$ cat config.mk
export PLATFORM = sky130hd
export DESIGN_NAME = axi4_write_arbiter_flat
export DESIGN_NICKNAME = d
export VERILOG_FILES = /design/src/rtl/axi4_write_arbiter_if.sv /design/src/rtl/axi4_write_arbiter.sv /design/src/flat_wrapper.sv
export SDC_FILE = /design/constraint.sdc
export NUM_CORES = 1
export LEC_CHECK = 0
export BUFFER_PORTS_ARGS = -buffer_cell sky130_fd_sc_hd__buf_2
export CAP_MARGIN = 20
export CELL_PAD_IN_SITES_DETAIL_PLACEMENT = 0
export CELL_PAD_IN_SITES_GLOBAL_PLACEMENT = 1
export CORE_AREA = 2 2 576 578
export CTS_BUF_LIST = sky130_fd_sc_hd__clkbuf_2 sky130_fd_sc_hd__clkbuf_4 sky130_fd_sc_hd__clkbuf_8
export DETAILED_ROUTE_END_ITERATION = 16
export DIE_AREA = 0 0 578 580
export GPL_ROUTABILITY_DRIVEN = 0
export PLACE_DENSITY_LB_ADDON = 0.1
export SYNTH_ARGS = -nofsm -noshare
export SYNTH_HDL_FRONTEND = slang
export SYNTH_SLANG_ARGS = --single-unit
export TNS_END_PERCENT = 50
$ cat constraint.sdc
create_clock -name CLOCK -period 5.8 [get_ports CLOCK]
set_input_delay 0 -clock CLOCK [delete_from_list [all_inputs] [get_ports CLOCK]]
set_output_delay 0 -clock CLOCK [all_outputs]
set_load 0.05 [all_outputs]
$ cat src/rtl/axi4_write_arbiter_if.sv
// Bundle between the requesters, the write arbiter and the AXI4 master.
// slave: arbiter view; master: view of the requesters plus the AXI4 master.
interface axi4_write_arbiter_if #(
  parameter int N_REQ        = 4,
  parameter int P_ADDR_WIDTH = 32,
  parameter int P_DATA_WIDTH = 256
);

  logic [N_REQ-1:0]              REQ_VALID;
  logic [N_REQ*P_ADDR_WIDTH-1:0] REQ_ADDR;
  logic [N_REQ*P_DATA_WIDTH-1:0] REQ_DATA;
  logic [N_REQ-1:0]              REQ_ACK;
  logic [N_REQ-1:0]              RSP_VALID;
  logic [N_REQ-1:0]              RSP_ERROR;
  logic                          BUSY;
  logic [2:0]                    GRANT_ID;
  logic                          WRITE_START;
  logic [P_ADDR_WIDTH-1:0]       WRITE_ADDR;
  logic [P_DATA_WIDTH-1:0]       WRITE_DATA;
  logic                          WRITE_READY;
  logic                          WRITE_DONE;
  logic                          WRITE_ERROR;

  modport slave (
    input  REQ_VALID,
    input  REQ_ADDR,
    input  REQ_DATA,
    input  WRITE_READY,
    input  WRITE_DONE,
    input  WRITE_ERROR,
    output REQ_ACK,
    output RSP_VALID,
    output RSP_ERROR,
    output BUSY,
    output GRANT_ID,
    output WRITE_START,
    output WRITE_ADDR,
    output WRITE_DATA
  );

  modport master (
    output REQ_VALID,
    output REQ_ADDR,
    output REQ_DATA,
    output WRITE_READY,
    output WRITE_DONE,
    output WRITE_ERROR,
    input  REQ_ACK,
    input  RSP_VALID,
    input  RSP_ERROR,
    input  BUSY,
    input  GRANT_ID,
    input  WRITE_START,
    input  WRITE_ADDR,
    input  WRITE_DATA
  );

endinterface

$ cat src/rtl/axi4_write_arbiter.sv
// Round-robin arbiter sharing one single-beat AXI4 write command port.
// Ports: CLOCK, RESET (async, active-low), bus (slave modport: requests,
// per-requester ack/response pulses, BUSY/GRANT_ID, master command port).
// Optional watchdog on WAIT_RSP: define AXI4_WRITE_ARB_TIMEOUT_EN.
module axi4_write_arbiter #(
  parameter int N_REQ            = 4,
  parameter int P_ADDR_WIDTH     = 32,
  parameter int P_DATA_WIDTH     = 256,
  parameter int P_TIMEOUT_CYCLES = 1024
) (
  input  logic                 CLOCK,
  input  logic                 RESET,
  axi4_write_arbiter_if.slave  bus
);

  if (N_REQ < 2 || N_REQ > 8) begin : g_bad_n
    $error("N_REQ must be 2..8");
  end
  if (P_TIMEOUT_CYCLES < 2) begin : g_bad_to
    $error("P_TIMEOUT_CYCLES must be >= 2");
  end

  typedef enum logic [1:0] {
    IDLE,
    ISSUE,
    WAIT_RSP,
    RESP
  } state_e;

  state_e                  state_q, state_d;
  logic [2:0]              last_q, last_d;
  logic [2:0]              gid_q, gid_d;
  logic [N_REQ-1:0]        ack_q, ack_d;
  logic [N_REQ-1:0]        rsp_q, rsp_d;
  logic [N_REQ-1:0]        rerr_q, rerr_d;
  logic                    busy_q, busy_d;
  logic                    start_q, start_d;
  logic [P_ADDR_WIDTH-1:0] addr_q, addr_d;
  logic [P_DATA_WIDTH-1:0] data_q, data_d;

`ifdef AXI4_WRITE_ARB_TIMEOUT_EN
  localparam int CW = $clog2(P_TIMEOUT_CYCLES + 1);
  localparam logic [CW-1:0] CNT_LIM = CW'(P_TIMEOUT_CYCLES - 1);
  logic [CW-1:0]           cnt_q, cnt_d;
`endif

  function automatic logic [N_REQ-1:0] onehot(
    input logic [2:0] idx
  );
    onehot = '0;
    for (int j = 0; j < N_REQ; j++) begin
      if (3'(j) == idx) onehot[j] = 1'b1;
    end
  endfunction

  // Round-robin pick: first request after last_q, wrapping.
  logic [7:0] req_ext;
  logic       hit;
  logic [2:0] pick;

  always_comb begin
    logic [3:0] idx;
    idx     = '0;
    hit     = 1'b0;
    pick    = '0;
    req_ext = 8'(bus.REQ_VALID);
    for (int k = 1; k <= N_REQ; k++) begin
      idx = {1'b0, last_q} + 4'(k);
      if (idx >= 4'(N_REQ)) idx = idx - 4'(N_REQ);
      if (!hit && req_ext[idx[2:0]]) begin
        hit  = 1'b1;
        pick = idx[2:0];
      end
    end
  end

  always_comb begin
    state_d = state_q;
    last_d  = last_q;
    gid_d   = gid_q;
    ack_d   = '0;
    rsp_d   = '0;
    rerr_d  = '0;
    busy_d  = busy_q;
    start_d = 1'b0;
    addr_d  = addr_q;
    data_d  = data_q;
`ifdef AXI4_WRITE_ARB_TIMEOUT_EN
    cnt_d   = cnt_q;
`endif
    unique case (state_q)
      IDLE: begin
        if (hit && bus.WRITE_READY) begin
          gid_d   = pick;
          ack_d   = onehot(pick);
          busy_d  = 1'b1;
          state_d = ISSUE;
          for (int i = 0; i < N_REQ; i++) begin
            if (3'(i) == pick) begin
              addr_d = bus.REQ_ADDR[i*P_ADDR_WIDTH +: P_ADDR_WIDTH];
              data_d = bus.REQ_DATA[i*P_DATA_WIDTH +: P_DATA_WIDTH];
            end
          end
        end
      end
      ISSUE: begin
        start_d = 1'b1;
        state_d = WAIT_RSP;
`ifdef AXI4_WRITE_ARB_TIMEOUT_EN
        cnt_d   = '0;
`endif
      end
      WAIT_RSP: begin
        if (bus.WRITE_DONE || bus.WRITE_ERROR) begin
          rsp_d   = onehot(gid_q);
          rerr_d  = bus.WRITE_ERROR ? onehot(gid_q) : '0;
          state_d = RESP;
        end
`ifdef AXI4_WRITE_ARB_TIMEOUT_EN
        else if (cnt_q == CNT_LIM) begin
          rsp_d   = onehot(gid_q);
          rerr_d  = onehot(gid_q);
          state_d = RESP;
        end else begin
          cnt_d = cnt_q + 1'b1;
        end
`endif
      end
      RESP: begin
        last_d  = gid_q;
        busy_d  = 1'b0;
        state_d = IDLE;
      end
      default: state_d = IDLE;
    endcase
  end

  always_ff @(posedge CLOCK or negedge RESET) begin
    if (!RESET) begin
      state_q <= IDLE;
      last_q  <= 3'(N_REQ - 1);
      gid_q   <= '0;
      ack_q   <= '0;
      rsp_q   <= '0;
      rerr_q  <= '0;
      busy_q  <= 1'b0;
      start_q <= 1'b0;
      addr_q  <= '0;
      data_q  <= '0;
    end else begin
      state_q <= state_d;
      last_q  <= last_d;
      gid_q   <= gid_d;
      ack_q   <= ack_d;
      rsp_q   <= rsp_d;
      rerr_q  <= rerr_d;
      busy_q  <= busy_d;
      start_q <= start_d;
      addr_q  <= addr_d;
      data_q  <= data_d;
    end
  end

`ifdef AXI4_WRITE_ARB_TIMEOUT_EN
  always_ff @(posedge CLOCK or negedge RESET) begin
    if (!RESET) cnt_q <= '0;
    else        cnt_q <= cnt_d;
  end
`endif

  assign bus.REQ_ACK     = ack_q;
  assign bus.RSP_VALID   = rsp_q;
  assign bus.RSP_ERROR   = rerr_q;
  assign bus.BUSY        = busy_q;
  assign bus.GRANT_ID    = gid_q;
  assign bus.WRITE_START = start_q;
  assign bus.WRITE_ADDR  = addr_q;
  assign bus.WRITE_DATA  = data_q;

endmodule

$ cat src/flat_wrapper.sv
// flat-port wrapper written by rule: the top's interface ports become plain ports
module axi4_write_arbiter_flat 
#(
  parameter int N_REQ            = 4,
  parameter int P_ADDR_WIDTH     = 32,
  parameter int P_DATA_WIDTH     = 256,
  parameter int P_TIMEOUT_CYCLES = 1024
)
  (CLOCK, RESET, bus_REQ_VALID, bus_REQ_ADDR, bus_REQ_DATA, bus_WRITE_READY, bus_WRITE_DONE, bus_WRITE_ERROR, bus_REQ_ACK, bus_RSP_VALID, bus_RSP_ERROR, bus_BUSY, bus_GRANT_ID, bus_WRITE_START, bus_WRITE_ADDR, bus_WRITE_DATA);
  axi4_write_arbiter_if #(.N_REQ(N_REQ), .P_ADDR_WIDTH(P_ADDR_WIDTH), .P_DATA_WIDTH(P_DATA_WIDTH)) bus_i ();
  input  logic CLOCK;
  input  logic RESET;
  input wire logic [$bits(bus_i.REQ_VALID)-1:0] bus_REQ_VALID;
  input wire logic [$bits(bus_i.REQ_ADDR)-1:0] bus_REQ_ADDR;
  input wire logic [$bits(bus_i.REQ_DATA)-1:0] bus_REQ_DATA;
  input wire logic [$bits(bus_i.WRITE_READY)-1:0] bus_WRITE_READY;
  input wire logic [$bits(bus_i.WRITE_DONE)-1:0] bus_WRITE_DONE;
  input wire logic [$bits(bus_i.WRITE_ERROR)-1:0] bus_WRITE_ERROR;
  output wire logic [$bits(bus_i.REQ_ACK)-1:0] bus_REQ_ACK;
  output wire logic [$bits(bus_i.RSP_VALID)-1:0] bus_RSP_VALID;
  output wire logic [$bits(bus_i.RSP_ERROR)-1:0] bus_RSP_ERROR;
  output wire logic [$bits(bus_i.BUSY)-1:0] bus_BUSY;
  output wire logic [$bits(bus_i.GRANT_ID)-1:0] bus_GRANT_ID;
  output wire logic [$bits(bus_i.WRITE_START)-1:0] bus_WRITE_START;
  output wire logic [$bits(bus_i.WRITE_ADDR)-1:0] bus_WRITE_ADDR;
  output wire logic [$bits(bus_i.WRITE_DATA)-1:0] bus_WRITE_DATA;
  assign bus_i.REQ_VALID = bus_REQ_VALID;
  assign bus_i.REQ_ADDR = bus_REQ_ADDR;
  assign bus_i.REQ_DATA = bus_REQ_DATA;
  assign bus_i.WRITE_READY = bus_WRITE_READY;
  assign bus_i.WRITE_DONE = bus_WRITE_DONE;
  assign bus_i.WRITE_ERROR = bus_WRITE_ERROR;
  assign bus_REQ_ACK = bus_i.REQ_ACK;
  assign bus_RSP_VALID = bus_i.RSP_VALID;
  assign bus_RSP_ERROR = bus_i.RSP_ERROR;
  assign bus_BUSY = bus_i.BUSY;
  assign bus_GRANT_ID = bus_i.GRANT_ID;
  assign bus_WRITE_START = bus_i.WRITE_START;
  assign bus_WRITE_ADDR = bus_i.WRITE_ADDR;
  assign bus_WRITE_DATA = bus_i.WRITE_DATA;
  axi4_write_arbiter #(.N_REQ(N_REQ), .P_ADDR_WIDTH(P_ADDR_WIDTH), .P_DATA_WIDTH(P_DATA_WIDTH), .P_TIMEOUT_CYCLES(P_TIMEOUT_CYCLES)) u_core (.CLOCK(CLOCK), .RESET(RESET), .bus(bus_i));
endmodule
Yosys cells after proc, flatten, opt, wreduce, memory -nomap -nowiden:

Cells that the tools add are included.

* reductions and logical operators: 17
* magnitude comparators: 8
* $add $sub $neg: 8
* mux-type cells: 49
* equality and inequality tests: 11

Operators by type and width (number)
* 256-bit two-way mux: 4
* 32-bit two-way mux: 4
* 4-bit two-way mux: 7
* 3-bit two-way mux: 8
* 1-bit two-way mux: 18
* 4-bit by 3-bit >= comparator with 1-bit output, second input constant: 4
* 3-bit by 4-bit less-than comparator with 1-bit output, second input constant: 4
* 1-bit binary-select mux with 3-bit select: 4
* 2-bit by 3-bit equality test with 1-bit output, first input constant: 4
* 3-bit subtractor, second input constant: 4
* 3-bit by 2-bit adder with 4-bit output, second input constant: 2
* 2-bit one-hot mux with 4 select lines: 1
* 1-bit by 3-bit equality test with 1-bit output, first input constant: 2
* 3-bit zero test: 2
* 2-bit AND reduction: 3
* 3-bit by 1-bit adder with 4-bit output, second input constant: 1
* 3-bit by 3-bit adder with 4-bit output, second input constant: 1
* 2-bit equality test, second input constant: 2
* 1-bit logical AND: 4
* 2-bit two-way mux: 2
* 2-bit by 1-bit != test with 1-bit output, second input constant: 2
* 4-bit nonzero test: 1
* 1-bit zero test: 3
* 3-bit AND reduction: 1
* other kinds (5): 5

* register bits after elaboration: 310
* output and inout port bits: 305
* input port bits: 1161
* word-level logic and storage cells: 103

Longest topological paths before layout:

* depth in word-level cells: 20
* gate-level depth with buffers: 14
* gate-level depth less buffers: 9

Worst setup path after synthesis:

Ideal clock, no wire load.

* kind: register to register
* start point: register u_core.last_q[0]
* end point: register u_core.data_q[61] (netlist: u_core.bus.WRITE_DATA[61])
* path buffers: 5
* path slack: 2.567 ns
* library setup time: 0.127 ns
* stages on the path, launching flop included: 15
* arrival time: 3.106 ns
* data required time: 5.673 ns
* cell sequence: dfstp_2 buf_2 inv_1 ha_1 mux2_2 o32ai_2 and3b_1 o21ai_1 buf_4 nand2_2 buf_4 buf_2 buf_6 a211oi_2 a211oi_2

* word-level cells in the longest chain between the ends: 19
* elaborated cells between the ends (all ways): 48

RTL lines
* start: declaration: RTL line axi4_write_arbiter.sv:31 `logic [2:0] last_q, last_d;`
* start signal: assignment: RTL line axi4_write_arbiter.sv:141 `last_q <= 3'(N_REQ - 1);`
* start signal: assignment: RTL line axi4_write_arbiter.sv:152 `last_q <= last_d;`
* 3-bit by 1-bit adder with 4-bit output: RTL line axi4_write_arbiter.sv:68 `idx = {1'b0, last_q} + 4'(k);`
* 4-bit by 3-bit >= comparator with 1-bit output / 3-bit subtractor (equally long branches): RTL line axi4_write_arbiter.sv:69 `if (idx >= 4'(N_REQ)) idx = idx - 4'(N_REQ);`
* 3-bit two-way mux: RTL line axi4_write_arbiter.sv:69
* 1-bit binary-select mux with 3-bit select: RTL line axi4_write_arbiter.sv:70 `if (!hit && req_ext[idx[2:0]]) begin`
* 1-bit two-way mux (not written as such): RTL line axi4_write_arbiter.sv:70
* 1-bit two-way mux: RTL line axi4_write_arbiter.sv:70
* 1-bit zero test: RTL line axi4_write_arbiter.sv:70
* 1-bit logical AND: RTL line axi4_write_arbiter.sv:70
* 1-bit two-way mux: RTL line axi4_write_arbiter.sv:70
* 1-bit zero test: RTL line axi4_write_arbiter.sv:70
* 1-bit logical AND: RTL line axi4_write_arbiter.sv:70
* 1-bit two-way mux: RTL line axi4_write_arbiter.sv:70
* 1-bit zero test: RTL line axi4_write_arbiter.sv:70
* 1-bit logical AND: RTL line axi4_write_arbiter.sv:70
* 3-bit two-way mux: RTL line axi4_write_arbiter.sv:70
* 1-bit by 3-bit equality test with 1-bit output: RTL line axi4_write_arbiter.sv:99 `if (3'(i) == pick) begin`
* 256-bit two-way mux (3 in a row): RTL line axi4_write_arbiter.sv:99
* end signal: assignment: RTL line axi4_write_arbiter.sv:160 `data_q <= data_d;`
* end: declaration: RTL line axi4_write_arbiter.sv:39 `logic [P_DATA_WIDTH-1:0] data_q, data_d;`

Several ways; a longest one is shown, not always the timed one. The select of a mux whose other input is x is not followed.
A chain may end at the register's enable or synchronous reset.

Final worst setup path:

* start point: register u_core.last_q[0]
* end point: register u_core.data_q[29] (netlist: u_core.bus.WRITE_DATA[29])

Same word-level chain as after synthesis.

==> reports/metrics.yaml <==
die:
  core_area_sq_um: 329000
  ios: 1466
  die_width_microns: 578
  die_h_microns: 580
  start_util: 0.0605
  rows: 211
  die_area_sq_um: 335000
synthesis:
  synth_largest_area_cell: "dfrtp_1"
  postSynthAreaPerCell_sq_um: 8.35
  ys_seq_area_frac: 0.390
  synthMuxAreaShare: 0.00666
  synthAdderAreaFrac: 0.00377
  ys_types: 39
  synth-compound-area-share: 0.327
  ys_top_cells_by_count: "a211oi_1 (460), dfrtp_1 (308), nand2_1 (301), nor2_1 (301), a21oi_1 (289)"
  synth_nets: 3551
  ys_seq_elements: 310
  synth_top_area_frac: 0.387
  synth_top_family_by_area: "compound AO/OA/AOI/OAI gates"
  syn_inst: 2384
  yosys_warnings: 0
  synth_edf_count: 0
  synth_xor_xnor_area_share: 0
  syn_area_sq_um: 19900
  yosys.area_share.simple: 0.210
  synthTopCellsByArea: "dfrtp_1 (39%), a211oi_1 (17%), and3_1 (9.1%)"
  ys_async_sr_fraction: 1.00
  synth_ff_type: "dfrtp_1"
  yosysMostFrequentCell: "a211oi_1"
setup_path:
  path_max_fanout: 94
  crit_end: "u_core.bus.WRITE_DATA[29]"
  crit_arrival_ps: 6390
  cp-start-kind: "register"
  cp-end-kind: "register"
  slowest_stage: "dfstp_2"
  crit-reg2reg-capture: "u_core.bus.WRITE_DATA[29]"
  crit_type: "reg -> reg"
  cpMostUsedCell: "dlygate4sd3_1"
  cp-startpoint: "u_core.last_q[0]"
  crit_chain: "inv_1 -> ha_1 -> mux2_2 -> o32ai_2 -> and3b_1 -> o21ai_4 -> buf_6 -> buf_16 -> and3_1 -> a211oi_1 -> dlygate4sd3_1 -> a211oi_2 -> dlygate4sd3_1 -> dlygate4sd3_1"
  r2r_cells: 14
  rrSetupSlack_ps: 290
  critPathRequiredTime_ps: 6680
  critical-path-max-stage-delay_ps: 680
  rr_startpoint: "u_core.last_q[0]"
sta:
  setup_viol: 0
  max_slew_margin: 0.361
  final_max_slew_viol_count: 0
  worst_pin_slew_ps: 959
  finalHoldViolCount: 0
  worst_slack_ps: 287
  rsz0062_at_grt: "no"
  fmax_ghz: 0.181
  finalSetupTns_ps: 0
  final.setup_skew_ps: 77.4
  min_period_ps: 5510
  timing.final.crit_share: 0.951
placed_design:
  dp_slack_ps: 793
  hpwl_microns: 193000
  port-buffer-count: 1465
  place_area_sq_um: 32500
cells_and_area:
  fillers: 38200
  fin_area_sq_um: 49400
  layout.nets: 6402
  seq_area_sq_um: 7760
  drive_gt1_frac: 0.352
  multiInputGateArea_sq_um: 11000
  area_growth_pct: 148
pwr:
  seq_power_share: 0.140
  p_sw_w: 0.0166
  power_density_nw_per_um2: 606
  ir_drop_mv: 0.724
  p_leak_nw: 21.1
  switching_share: 0.553
  p_int_w: 0.0134
  combPwrFrac: 0.739
  power_frac_clock: 0.121
routing:
  routedWlPerCell_microns: 25.3
  drt-vias-per-instance: 3.26
  dr.first_iter.drc_count: 1058
  vias: 31800
  drc: 0
  first_pass_iters: 5
  wirelength_microns: 247000
  ant_nets: 0
worst_hold_path:
  worstHoldStart: "bus_REQ_DATA[231]"
  hold_class: "in -> reg"
clock_tree:
  cts_tree: "yes"
  clk_latency_ps: 940
  numCtsBuffers: 92
  clock-sinks: 310
  clockRootBuffer: "clkbuf_8"
  cts.clk_slew.worst_paths_ps: 60
  cts_buffer_depth: 4
  htree_levels: 3
global_routing:
  grt-ovfl-total: 0
  grt_max_degree: 129
  grt_first_pass_wirelength_microns: 321000
  antenna_found_initial: 195
  grt_usage: 0.141
  grt_pass1_vias: 34700
run_status:
  status: "complete, no violations"
run:
  max_cap_violations: 0
## layer usage
metal / vias up / routed length [microns] / share of wire / global-route usage
met4: 100 / 9050 / 0.037 / 0.0517
met2: 1287 / 119000 / 0.48 / 0.244
met3: 404 / 22100 / 0.090 / 0.0556
met5: - / 598 / 0.0024 / 0
li1: 14600 / - / - / -
met1: 15400 / 96100 / 0.39 / 0.155
## cell families (layout without fill, tap and decap cells)
kind of cell             after synthesis  count (layout)
AND/OR/NAND/NOR                      909             910
AO/OA/AOI/OAI                        886             887
flip-flops                           310             310
buffers and inverters                263            3179
multiplexers                          10              10
adder cells (fa/ha/maj)                6               6
other                                  0              92
## through the flow
stage          hold WS [ps]  std cells  power [W]  utilization
6_report                128       9760     0.0299        0.150
5_1_grt                60.6       9718     0.0320        0.150
4_1_cts                2.37       9657     0.0305        0.149
3_5_place_dp           99.0       8047     0.0221       0.0988
3_3_place_gp            102       8047     0.0223       0.0988
2_1_floorplan          -296       2384     0.0141            -
## power groups by stage
| stage | registers [W] | clock network, W | logic, W |
|---|---|---|---|
| 4_1_cts | 0.00425 | 0.00384 | 0.0224 |
| 2_1_floorplan | 0.00741 | 0 | 0.00672 |
| 3_5_place_dp | 0.00427 | 0 | 0.0178 |
| 3_3_place_gp | 0.00427 | 0 | 0.0180 |
| 6_report | 0.00419 | 0.00361 | 0.0221 |
| 5_1_grt | 0.00436 | 0.00389 | 0.0237 |
## area by class of cell
class	count	share of cell area
Timing Repair Buffer	3013	0.465
Multi-Input combinational cell	1813	0.223
Sequential cell	310	0.157
Tap cell	4366	0.111
Clock buffer	155	0.0378
Antenna cell	92	0.00466
Clock inverter	6	0.00129
Inverter	5	0.000380
## critical path, delay by kind of cell, from the launching register on
kind,cells,cell delay (ps)
adder cells (fa/ha/maj),1,420
multiplexers,1,400
buffers and inverters,6,2480
flip-flops,1,680
AO/OA/AOI/OAI,4,810
AND/OR/NAND/NOR,2,500
## worst min path at each step
stage	cells past startpoint	slack [ps]	end
after global placement	1	100	u_core.bus.WRITE_DATA[8]
after detailed placement	1	100	u_core.bus.WRITE_DATA[8]
after global routing	4	60	u_core.bus.WRITE_DATA[24]
final	4	130	u_core.bus.WRITE_DATA[231]
after floorplan	0	-300	u_core.bus.BUSY
after CTS	5	2	u_core.bus.WRITE_DATA[223]
## cells in the final DEF (no fill, tap or decap), types with 2 or more instances in the layout
master         instances
o21ai_0                8
nand2_4                2
a211oi_1             459
mux2i_1                2
buf_4                 70
clkbuf_8             112
and3_1               288
a21oi_1              289
clkinv_2               3
nor2_1               301
buf_16                 2
dfstp_2                2
nand2_1              300
o21ai_4                2
mux4_2                 2
inv_1                  5
nor2b_1                3
buf_12                26
buf_2               1464
clkbuf_4              43
nand2b_1               4
ha_1                   6
diode_2               92
and2_1                 2
dlygate4sd3_1       1448
buf_8                  2
nor3_1                 2
mux2_2                 5
a211oi_2             118
dfrtp_1              308
## timing repair
action | 4_1_cts | 5_1_grt
endpoints found under the setup margin | 0 | 46
resized for setup | 0 | 6
buffers inserted | 0 | 9
hold buffers | 1449 | 0
endpoints found under the hold margin | 610 | 0
## sequential cells by signal, summed over array words and instances (netlist names)
register                count
u_core.bus.WRITE_DATA     256
u_core.bus.WRITE_ADDR      32
u_core.bus.REQ_ACK          4
u_core.bus.RSP_ERROR        4
u_core.bus.RSP_VALID        4
u_core.bus.GRANT_ID         3
u_core.last_q               3
u_core.state_q              2
u_core.bus.BUSY             1
u_core.bus.WRITE_START      1
Power figures use the tool's default switching activity.
